**src/rtl/riscv_pkg.sv**
```systemverilog
// Shared RISC-V core definitions: fetch FSM states, IF/ID payload and the NOP bubble.
package riscv_pkg;

   localparam logic [31:0] NOP_INSTR            = 32'h0000_0013;
   localparam logic [31:0] DEFAULT_RESET_VECTOR = 32'h0000_0000;

   typedef enum logic [1:0] {
      BOOT = 2'd0,
      RUN  = 2'd1,
      HALT = 2'd2
   } fetch_state_e;

   typedef struct packed {
      logic [31:0] pc;
      logic [31:0] pc_plus4;
      logic [31:0] instr;
      logic        valid;
   } if_id_t;

   function automatic if_id_t if_id_bubble();
      if_id_t b;
      b.pc       = 32'h0;
      b.pc_plus4 = 32'h0;
      b.instr    = NOP_INSTR;
      b.valid    = 1'b0;
      return b;
   endfunction

endpackage

```
**src/rtl/pc_register.sv**
```systemverilog
// Program counter with its next-PC mux (sequential PC+4 or word-aligned redirect).
module pc_register
   import riscv_pkg::*;
#(
   parameter logic [31:0] RESET_VECTOR = DEFAULT_RESET_VECTOR
) (
   input  logic        clk_i,
   input  logic        rst_i,
   input  logic        en_i,
   input  logic        redirect_req_i,
   input  logic [31:0] redirect_target_i,
   output logic [31:0] pc_o,
   output logic [31:0] pc_plus4_o
);

   logic [31:0] pc_q, pc_d;

   assign pc_plus4_o = pc_q + 32'd4;
   assign pc_o       = pc_q;

   always_comb begin
      pc_d = pc_q;
      if (en_i) begin
         // Redirect targets are forced word-aligned; sequential fetch wraps mod 2^32.
         pc_d = redirect_req_i ? (redirect_target_i & 32'hFFFF_FFFC) : pc_plus4_o;
      end
   end

   always_ff @(posedge clk_i or posedge rst_i) begin
      if (rst_i) pc_q <= RESET_VECTOR;
      else       pc_q <= pc_d;
   end

endmodule

```
**src/rtl/fetch_stage.sv**
```systemverilog
// Instruction fetch stage: BOOT/RUN/HALT control, IF/ID pipeline register and fetch counter.
module fetch_stage
   import riscv_pkg::*;
#(
   parameter logic [31:0] RESET_VECTOR = DEFAULT_RESET_VECTOR
) (
   input  logic        clk_i,
   input  logic        rst_i,
   input  logic        pc_write_en_i,
   input  logic        if_id_write_en_i,
   input  logic        if_id_flush_i,
   input  logic        redirect_req_i,
   input  logic [31:0] redirect_target_i,
   input  logic        halt_detected_i,
   input  logic        resume_i,
   output logic [31:0] imem_addr_o,
   input  logic [31:0] imem_rdata_i,
   output logic [31:0] if_id_pc_o,
   output logic [31:0] if_id_pc_plus4_o,
   output logic [31:0] if_id_instr_o,
   output logic        if_id_valid_o,
   output logic        halted_o,
   output logic [31:0] fetch_count_o
);

   fetch_state_e state_q;
   logic         halted_q;
   if_id_t       if_id_q, if_id_d;
   logic [31:0]  fetch_count_q, fetch_count_d;
   logic [31:0]  pc, pc_plus4;
   logic         pc_en;

   // The PC only advances in RUN; BOOT and HALT freeze it whatever the hazard unit says.
   assign pc_en = (state_q == RUN) && pc_write_en_i;

   pc_register #(.RESET_VECTOR(RESET_VECTOR)) u_pc (
      .clk_i             (clk_i),
      .rst_i             (rst_i),
      .en_i              (pc_en),
      .redirect_req_i    (redirect_req_i),
      .redirect_target_i (redirect_target_i),
      .pc_o              (pc),
      .pc_plus4_o        (pc_plus4)
   );

   assign imem_addr_o = pc;

   always_ff @(posedge clk_i or posedge rst_i) begin
      if (rst_i) begin
         state_q  <= BOOT;
         halted_q <= 1'b0;
      end else begin
         case (state_q)
            BOOT: begin
               state_q  <= RUN;
               halted_q <= 1'b0;
            end
            RUN: begin
               if (halt_detected_i) begin
                  state_q  <= HALT;
                  halted_q <= 1'b1;
               end
            end
            HALT: begin
               // A fresh halt in the same cycle as resume wins.
               if (resume_i && !halt_detected_i) begin
                  state_q  <= RUN;
                  halted_q <= 1'b0;
               end
            end
            default: begin
               state_q  <= BOOT;
               halted_q <= 1'b0;
            end
         endcase
      end
   end

   always_comb begin
      if_id_d       = if_id_q;
      fetch_count_d = fetch_count_q;
      if (state_q != RUN || if_id_flush_i) begin
         if_id_d = if_id_bubble();
      end else if (if_id_write_en_i) begin
         if_id_d.pc       = pc;
         if_id_d.pc_plus4 = pc_plus4;
         if_id_d.instr    = imem_rdata_i;
         if_id_d.valid    = 1'b1;
         fetch_count_d    = fetch_count_q + 32'd1;
      end
   end

   always_ff @(posedge clk_i or posedge rst_i) begin
      if (rst_i) begin
         if_id_q       <= if_id_bubble();
         fetch_count_q <= 32'h0;
      end else begin
         if_id_q       <= if_id_d;
         fetch_count_q <= fetch_count_d;
      end
   end

   assign if_id_pc_o       = if_id_q.pc;
   assign if_id_pc_plus4_o = if_id_q.pc_plus4;
   assign if_id_instr_o    = if_id_q.instr;
   assign if_id_valid_o    = if_id_q.valid;
   assign halted_o         = halted_q;
   assign fetch_count_o    = fetch_count_q;

endmodule

```
**config.mk**
```make
export PLATFORM = sky130hd
export DESIGN_NAME = fetch_stage
export DESIGN_NICKNAME = d
export VERILOG_FILES = /design/src/rtl/riscv_pkg.sv /design/src/rtl/pc_register.sv /design/src/rtl/fetch_stage.sv
export SDC_FILE = /design/constraint.sdc
export NUM_CORES = 1
export LEC_CHECK = 0
export ABC_AREA = 1
export CAP_MARGIN = 20
export CORE_MARGIN = 4
export CORE_UTILIZATION = 40
export DETAILED_ROUTE_END_ITERATION = 8
export DONT_BUFFER_PORTS = 1
export PLACE_DENSITY_LB_ADDON = 0.15
export SLEW_MARGIN = 5
export SYNTH_ARGS = -nofsm -noshare
export SYNTH_HDL_FRONTEND = slang
export SYNTH_SLANG_ARGS = --single-unit
```
**constraint.sdc**
```tcl
create_clock -name clk_i -period 12.2 [get_ports clk_i]
set_input_delay 0.61 -clock clk_i [delete_from_list [all_inputs] [get_ports clk_i]]
set_output_delay 0.61 -clock clk_i [all_outputs]
set_load 0.005 [all_outputs]
```
# Yosys cells after proc, flatten, opt, wreduce, memory -nomap -nowiden
# Cells that the tools add are included.
[op_classes]
n_mux = 9
n_addsub = 2
n_reduce_logical = 8
n_bitwise = 1
n_eq_ne = 5
[op_table]
columns = ["operator", "n"]
rows = [
  ["$mux 97", 2],
  ["$add 32x1->32 const B", 1],
  ["$add 32x3->32 const B", 1],
  ["$mux 32", 1],
  ["$pmux 2 s3", 1],
  ["$mux 2", 2],
  ["$ne 2x2->1 const B", 2],
  ["$reduce_and 2->1", 2],
  ["$eq 2x1->1 const B", 1],
  ["$eq 2x2->1 const B", 1],
  ["$logic_and 1x1->1", 2],
  ["$logic_not 2->1", 1],
  ["$mux 1", 2],
  ["$ne 2x1->1 const B", 1],
  ["$pmux 1 s2", 1],
  ["$reduce_bool 2->1", 1],
  ["$logic_not 1->1", 1],
  ["$logic_or 1x1->1", 1],
  ["$not 1->1", 1],
]
[word_totals]
input_bits = 72
register_bits = 164
word_cells = 33

# Logic depth before layout (Yosys ltp)
[depth]
depth_word = 4
mapped_depth = 10
ltp_nobuf = 10

# Hierarchy
# A second synthesis with hierarchy kept.
[hier_totals]
cells_unflattened = 853
hier_area_um2 = 7671.1
[modules_own_cells]
columns = ["module", "cells_per_inst", "n_inst", "area_each_um2"]
rows = [
  ["fetch_stage", 458, 1, 5286.3],
  ["pc_register", 395, 1, 2384.8],
]

# Worst setup path after synthesis
# No wires, ideal clock.
[synth_timing]
kind = "input-to-reg"
from = "input redirect_req_i"
to = "register u_pc.pc_q[21] (netlist: u_pc.pc_o[21])"
t_required_ps = 12084
slack_ps = 10705
setup_ps = 116
arrival_ps = 1379
stages = 6
cell_sequence = "inv_1 clkbuf_1 buf_1 nand3_1 nand2_1 nand2_1"
[synth_between]
elab_chain_len = 1
[synth_rtl]
columns = ["element", "line_no", "source"]
rows = [
  ["start, declared", "fetch_stage.sv:12", "input logic redirect_req_i,"],
  ["$mux 32", "pc_register.sv:25", "pc_d = redirect_req_i ? (redirect_target_i & 32'hFFFF_FFFC) : pc_plus4_o;"],
  ["end signal, assigned", "pc_register.sv:31", "else pc_q <= pc_d;"],
  ["end, declared", "pc_register.sv:16", "logic [31:0] pc_q, pc_d;"],
]
# No other way between the ends.
# A chain may end at the register's enable or synchronous reset.

# Worst setup path after layout
[layout_timing]
from = "register state_q[1]"
to = "register fetch_count_q[3] (netlist: fetch_count_o[3])"
[layout_between]
elab_chain_len = 4
[layout_rtl]
columns = ["element", "line_no", "source"]
rows = [
  ["start, declared", "fetch_stage.sv:26", "fetch_state_e state_q;"],
  ["start signal, assigned", "fetch_stage.sv:50", "state_q <= BOOT;"],
  ["start signal, assigned", "fetch_stage.sv:55", "state_q <= RUN;"],
  ["start signal, assigned", "fetch_stage.sv:60", "state_q <= HALT;"],
  ["$ne 2x1->1", "fetch_stage.sv:82", "if (state_q != RUN || if_id_flush_i) begin"],
  ["$logic_or 1x1->1", "fetch_stage.sv:82", ""],
  ["$not 1->1 (no line)", "--", ""],
  ["$reduce_and 2->1 (no line)", "--", ""],
  ["end signal, assigned", "fetch_stage.sv:99", "fetch_count_q <= fetch_count_d;"],
  ["end, declared", "fetch_stage.sv:29", "logic [31:0] fetch_count_q, fetch_count_d;"],
]
# No other way between the ends.

==> metrics.log <==
INFO  metric total_leakage_power = 4.12 nW
INFO  metric critPathCaptureType = register
INFO  metric layoutNonFillerInstCount = 1,254
INFO  metric grt_pass1_vias = 6,220
INFO  metric synthesis.instances = 991
INFO  metric synthTopCellsByArea = sky130_fd_sc_hd__dfrtp_1 (50%), sky130_fd_sc_hd__nand2_1 (18%), sky130_fd_sc_hd__nor2_1 (6.0%)
INFO  metric drt_pass1_iterations = 5
INFO  metric cts_sinks = 158
INFO  metric number_of_antenna_violations_at_the_first_check_in_global_routing = 1
INFO  metric netSwitchingPower = 0.000646 W
INFO  metric cts-resized-gates = 0
INFO  metric routed_via_density = 4.99
INFO  metric postSynth.asyncResetShare = 100%
INFO  metric total_congestion_overflow = 0
INFO  metric ios = 234
INFO  metric post_drt_wl_per_cell = 17.4 µm
INFO  metric initial_utilization = 41.2%
INFO  metric startpoint_type = register
INFO  metric grt_max_degree = 86
INFO  metric clk_pin_slew_worst_paths = 60 ps
INFO  metric worst_slew_pin_slew = 943 ps
INFO  metric dieHeight = 148 µm
INFO  metric worst_ep_required_time = 12,500 ps
INFO  metric synthesis.yosys.warnings = 0
INFO  metric combinational_family_with_the_most_area_after_synthesis = simple AND/OR/NAND/NOR gates
INFO  metric cts-buffers-inserted = 17
INFO  metric die-width = 148 µm
INFO  metric post_synth.cell_area_avg = 7.88 µm²
INFO  metric ys_seq_elements = 158
INFO  metric detail_route.iter0.violations = 273
INFO  metric post-synth-top-area-fraction = 49.6%
INFO  metric synthesized_area = 0.00781 mm²
INFO  metric final_routed_drc_violation_total = 0
INFO  metric drv_cap = 0
INFO  metric maxClockFrequency = 358 MHz
INFO  metric finalMaxSlewViolations = 0
INFO  metric fin_crit_sh = 22.9%
INFO  metric worstPathMaxFanout = 50
INFO  metric layout_overhead_on_the_synthesized_area = 9.80%
INFO  metric power.density = 198 mW/mm²
INFO  metric synth-main-ff-cell = sky130_fd_sc_hd__dfrtp_1
INFO  metric wire_length_of_the_first_global_routing_pass = 34,700 µm
INFO  metric hold_class = primary input to asynchronous set/reset pin
INFO  metric vdd.ir_drop.worst = 102 µV
INFO  metric ctsHtreeMaxLevel = 4
INFO  metric clockBufferDepth = 2
INFO  metric num_rows = 50
INFO  metric combPwrFrac = 23.0%
INFO  metric setup.worst_path.class = register to register
INFO  metric netlist_top_cells_count = sky130_fd_sc_hd__nand2_1 (370), sky130_fd_sc_hd__dfrtp_1 (155), sky130_fd_sc_hd__nor2_1 (124)
INFO  metric number_of_enable_flip_flop_cells_after_synthesis = 0
INFO  metric crit_arrival = 3100 ps
INFO  metric proportion_of_power_drawn_by_the_clock_network = 29.7%
INFO  metric die_outline_area = 0.0218 mm²
INFO  metric synthesized_area_fraction_occupied_by_and_or_nand_nor_cells = 30.6%
INFO  metric synth.lib_cells_used.distinct = 34
INFO  metric clock_tree.root_cell = sky130_fd_sc_hd__clkbuf_16
INFO  metric synth_xor_area_share = 2.47%
INFO  metric fin_total_pwr = 0.00170 W
INFO  metric cts_hold_buf = 0
INFO  metric summed_negative_setup_slack_over_all_endpoints = 0 ps
INFO  metric run_status = complete, no violations
INFO  metric globalRouteTotalUtil = 20.0%
INFO  metric clock_latency = 420 ps
INFO  metric filler_cell_count = 1,892
INFO  metric ant_nets = 0
INFO  metric setup_buffers_after_cts = 0
INFO  metric seqPwrFrac = 47.3%
INFO  metric timing_hold_violations_final = 0
INFO  metric drt_wl_total = 21,900 µm
INFO  metric dpl.cell_count = 1,222
INFO  metric hpwl = 15,900 µm
INFO  metric post_route_cells_drive_above_1_share = 6.54%
INFO  metric cts_tree = done
INFO  metric vias = 6,256
INFO  metric nets = 1,056
INFO  metric synth.mux.area_fraction = 0%
INFO  metric switching_share = 38.1%
INFO  metric total_of_buffers_placed_on_input_and_output_ports = 0
INFO  metric max_slew_margin = 37.1%
INFO  metric final.setup_skew = 13.7 ps
INFO  metric layout_min_cycle_time = 2800 ps
INFO  metric synth_area_leader_cell = sky130_fd_sc_hd__dfrtp_1
INFO  metric routabilityCongestion = 0.852
INFO  metric insertedDiodeCount = 0
INFO  metric ys_seq_area_share = 50.6%
INFO  metric core_region_area = 0.0190 mm²
INFO  metric synth_compound_area_share = 10.0%
INFO  metric synth-adder-area-share = 0.320%
INFO  metric grt_setup_unrepaired = no
INFO  metric synth.most_common_cell = sky130_fd_sc_hd__nand2_1
INFO  metric finalSetupViolCount = 0
INFO  metric internal-power = 0.00105 W
==> kinds of logic (layout without fill, tap and decap cells) <==
kind of cell               Yosys count  after routing
AOI/OAI and AO/OA                  125            125
DFF                                158            158
adders and majority gates            2              2
other                                1              6
buffers and inverters              108            106
xor gates and xnor gates            22             22
and+or+nand+nor                    575            575
==> path summary, 6_finish.rpt <==
check,from,to,slack (ps),depth (start not counted)
max in group asynchronous,rst_i,u_pc.pc_o[11],10760,3
min reg2reg,state_q[0],state_q[0],490,1
min in group clk_i,halt_detected_i,state_q[0],290,1
max reg2reg,state_q[1],fetch_count_o[3],9400,6
min,rst_i,if_id_instr_o[7],30,1
max,state_q[1],fetch_count_o[3],9400,6
==> power groups by stage <==
stage          Combinational (W)  Clock, W  Sequential, W
6_report                0.000389  0.000504       0.000802
5_1_grt                 0.000452  0.000537       0.000822
4_1_cts                 0.000393  0.000519       0.000805
3_5_place_dp            0.000390         0       0.000814
3_3_place_gp            0.000386         0       0.000813
2_1_floorplan           0.000315         0       0.000751
==> flip-flops by register name (all words and copies together) (netlist names) <==
register	flops
if_id_valid_o	1
halted_o	1
if_id_pc_o	30
fetch_count_o	32
if_id_pc_plus4_o	30
state_q	2
if_id_instr_o	32
u_pc.pc_o	30
==> metal layers <==
metal	track usage (%)	vias up	part of all wire (%)
li1	-	3114	-
met1	25.3	2912	43
met2	31.3	199	45
met5	0	-	0.032
met4	6.57	2	2.2
met3	8.37	29	9.8
==> worst max-delay path, cell delays in order (launching register included) <==
cell and delay [ps]:
sky130_fd_sc_hd__dfrtp_1 410, sky130_fd_sc_hd__nor2_4 180, sky130_fd_sc_hd__nand3_4 530, sky130_fd_sc_hd__inv_2 760, sky130_fd_sc_hd__buf_4 510, sky130_fd_sc_hd__nand2_1 120, sky130_fd_sc_hd__xnor2_1 140
==> final cells by class <==
cell class              instances  area [µm²]  area share (%)
inverters                      69         264            3.08
flip-flops and latches        158        3960            46.1
multi-input cells             730        3420            39.8
well taps                     260         325            3.79
repair buffers                  6        65.1           0.758
clock inverters                 9        85.1           0.992
clock buffers                  22         464            5.41
==> metrics by stage <==
step / instance area, µm² / hold slack, ps / setup WS [ps] / utilization, %
6_report: 8580 / 27.4 / 9400 / 45.3
5_1_grt: 8580 / 41.5 / 9140 / 45.3
4_1_cts: 8550 / 25.0 / 9320 / 45.1
3_5_place_dp: 8000 / 479 / 9200 / 42.2
3_3_place_gp: 8000 / 478 / 9210 / 42.2
2_1_floorplan: 7830 / 455 / 7330 / -
==> cell usage in the layout, fill, tap and decap left out, types with 4 or more instances in the layout <==
cell and count:
sky130_fd_sc_hd__nand2_1 370, sky130_fd_sc_hd__dfrtp_1 155, sky130_fd_sc_hd__nor2_1 124, sky130_fd_sc_hd__inv_1 64, sky130_fd_sc_hd__o21ai_0 50, sky130_fd_sc_hd__nand3_1 43
sky130_fd_sc_hd__a22o_1 34, sky130_fd_sc_hd__o21ai_1 24, sky130_fd_sc_hd__clkbuf_16 17, sky130_fd_sc_hd__xor2_1 14, sky130_fd_sc_hd__nor2_4 8, sky130_fd_sc_hd__xnor2_1 8
sky130_fd_sc_hd__nand3b_1 7, sky130_fd_sc_hd__nor2_2 6, sky130_fd_sc_hd__o22ai_1 6, sky130_fd_sc_hd__conb_1 6, sky130_fd_sc_hd__buf_4 5, sky130_fd_sc_hd__inv_2 4
sky130_fd_sc_hd__nand2_2 4, sky130_fd_sc_hd__nand4_1 4
No activity file was read; power rests on OpenSTA's default activity.
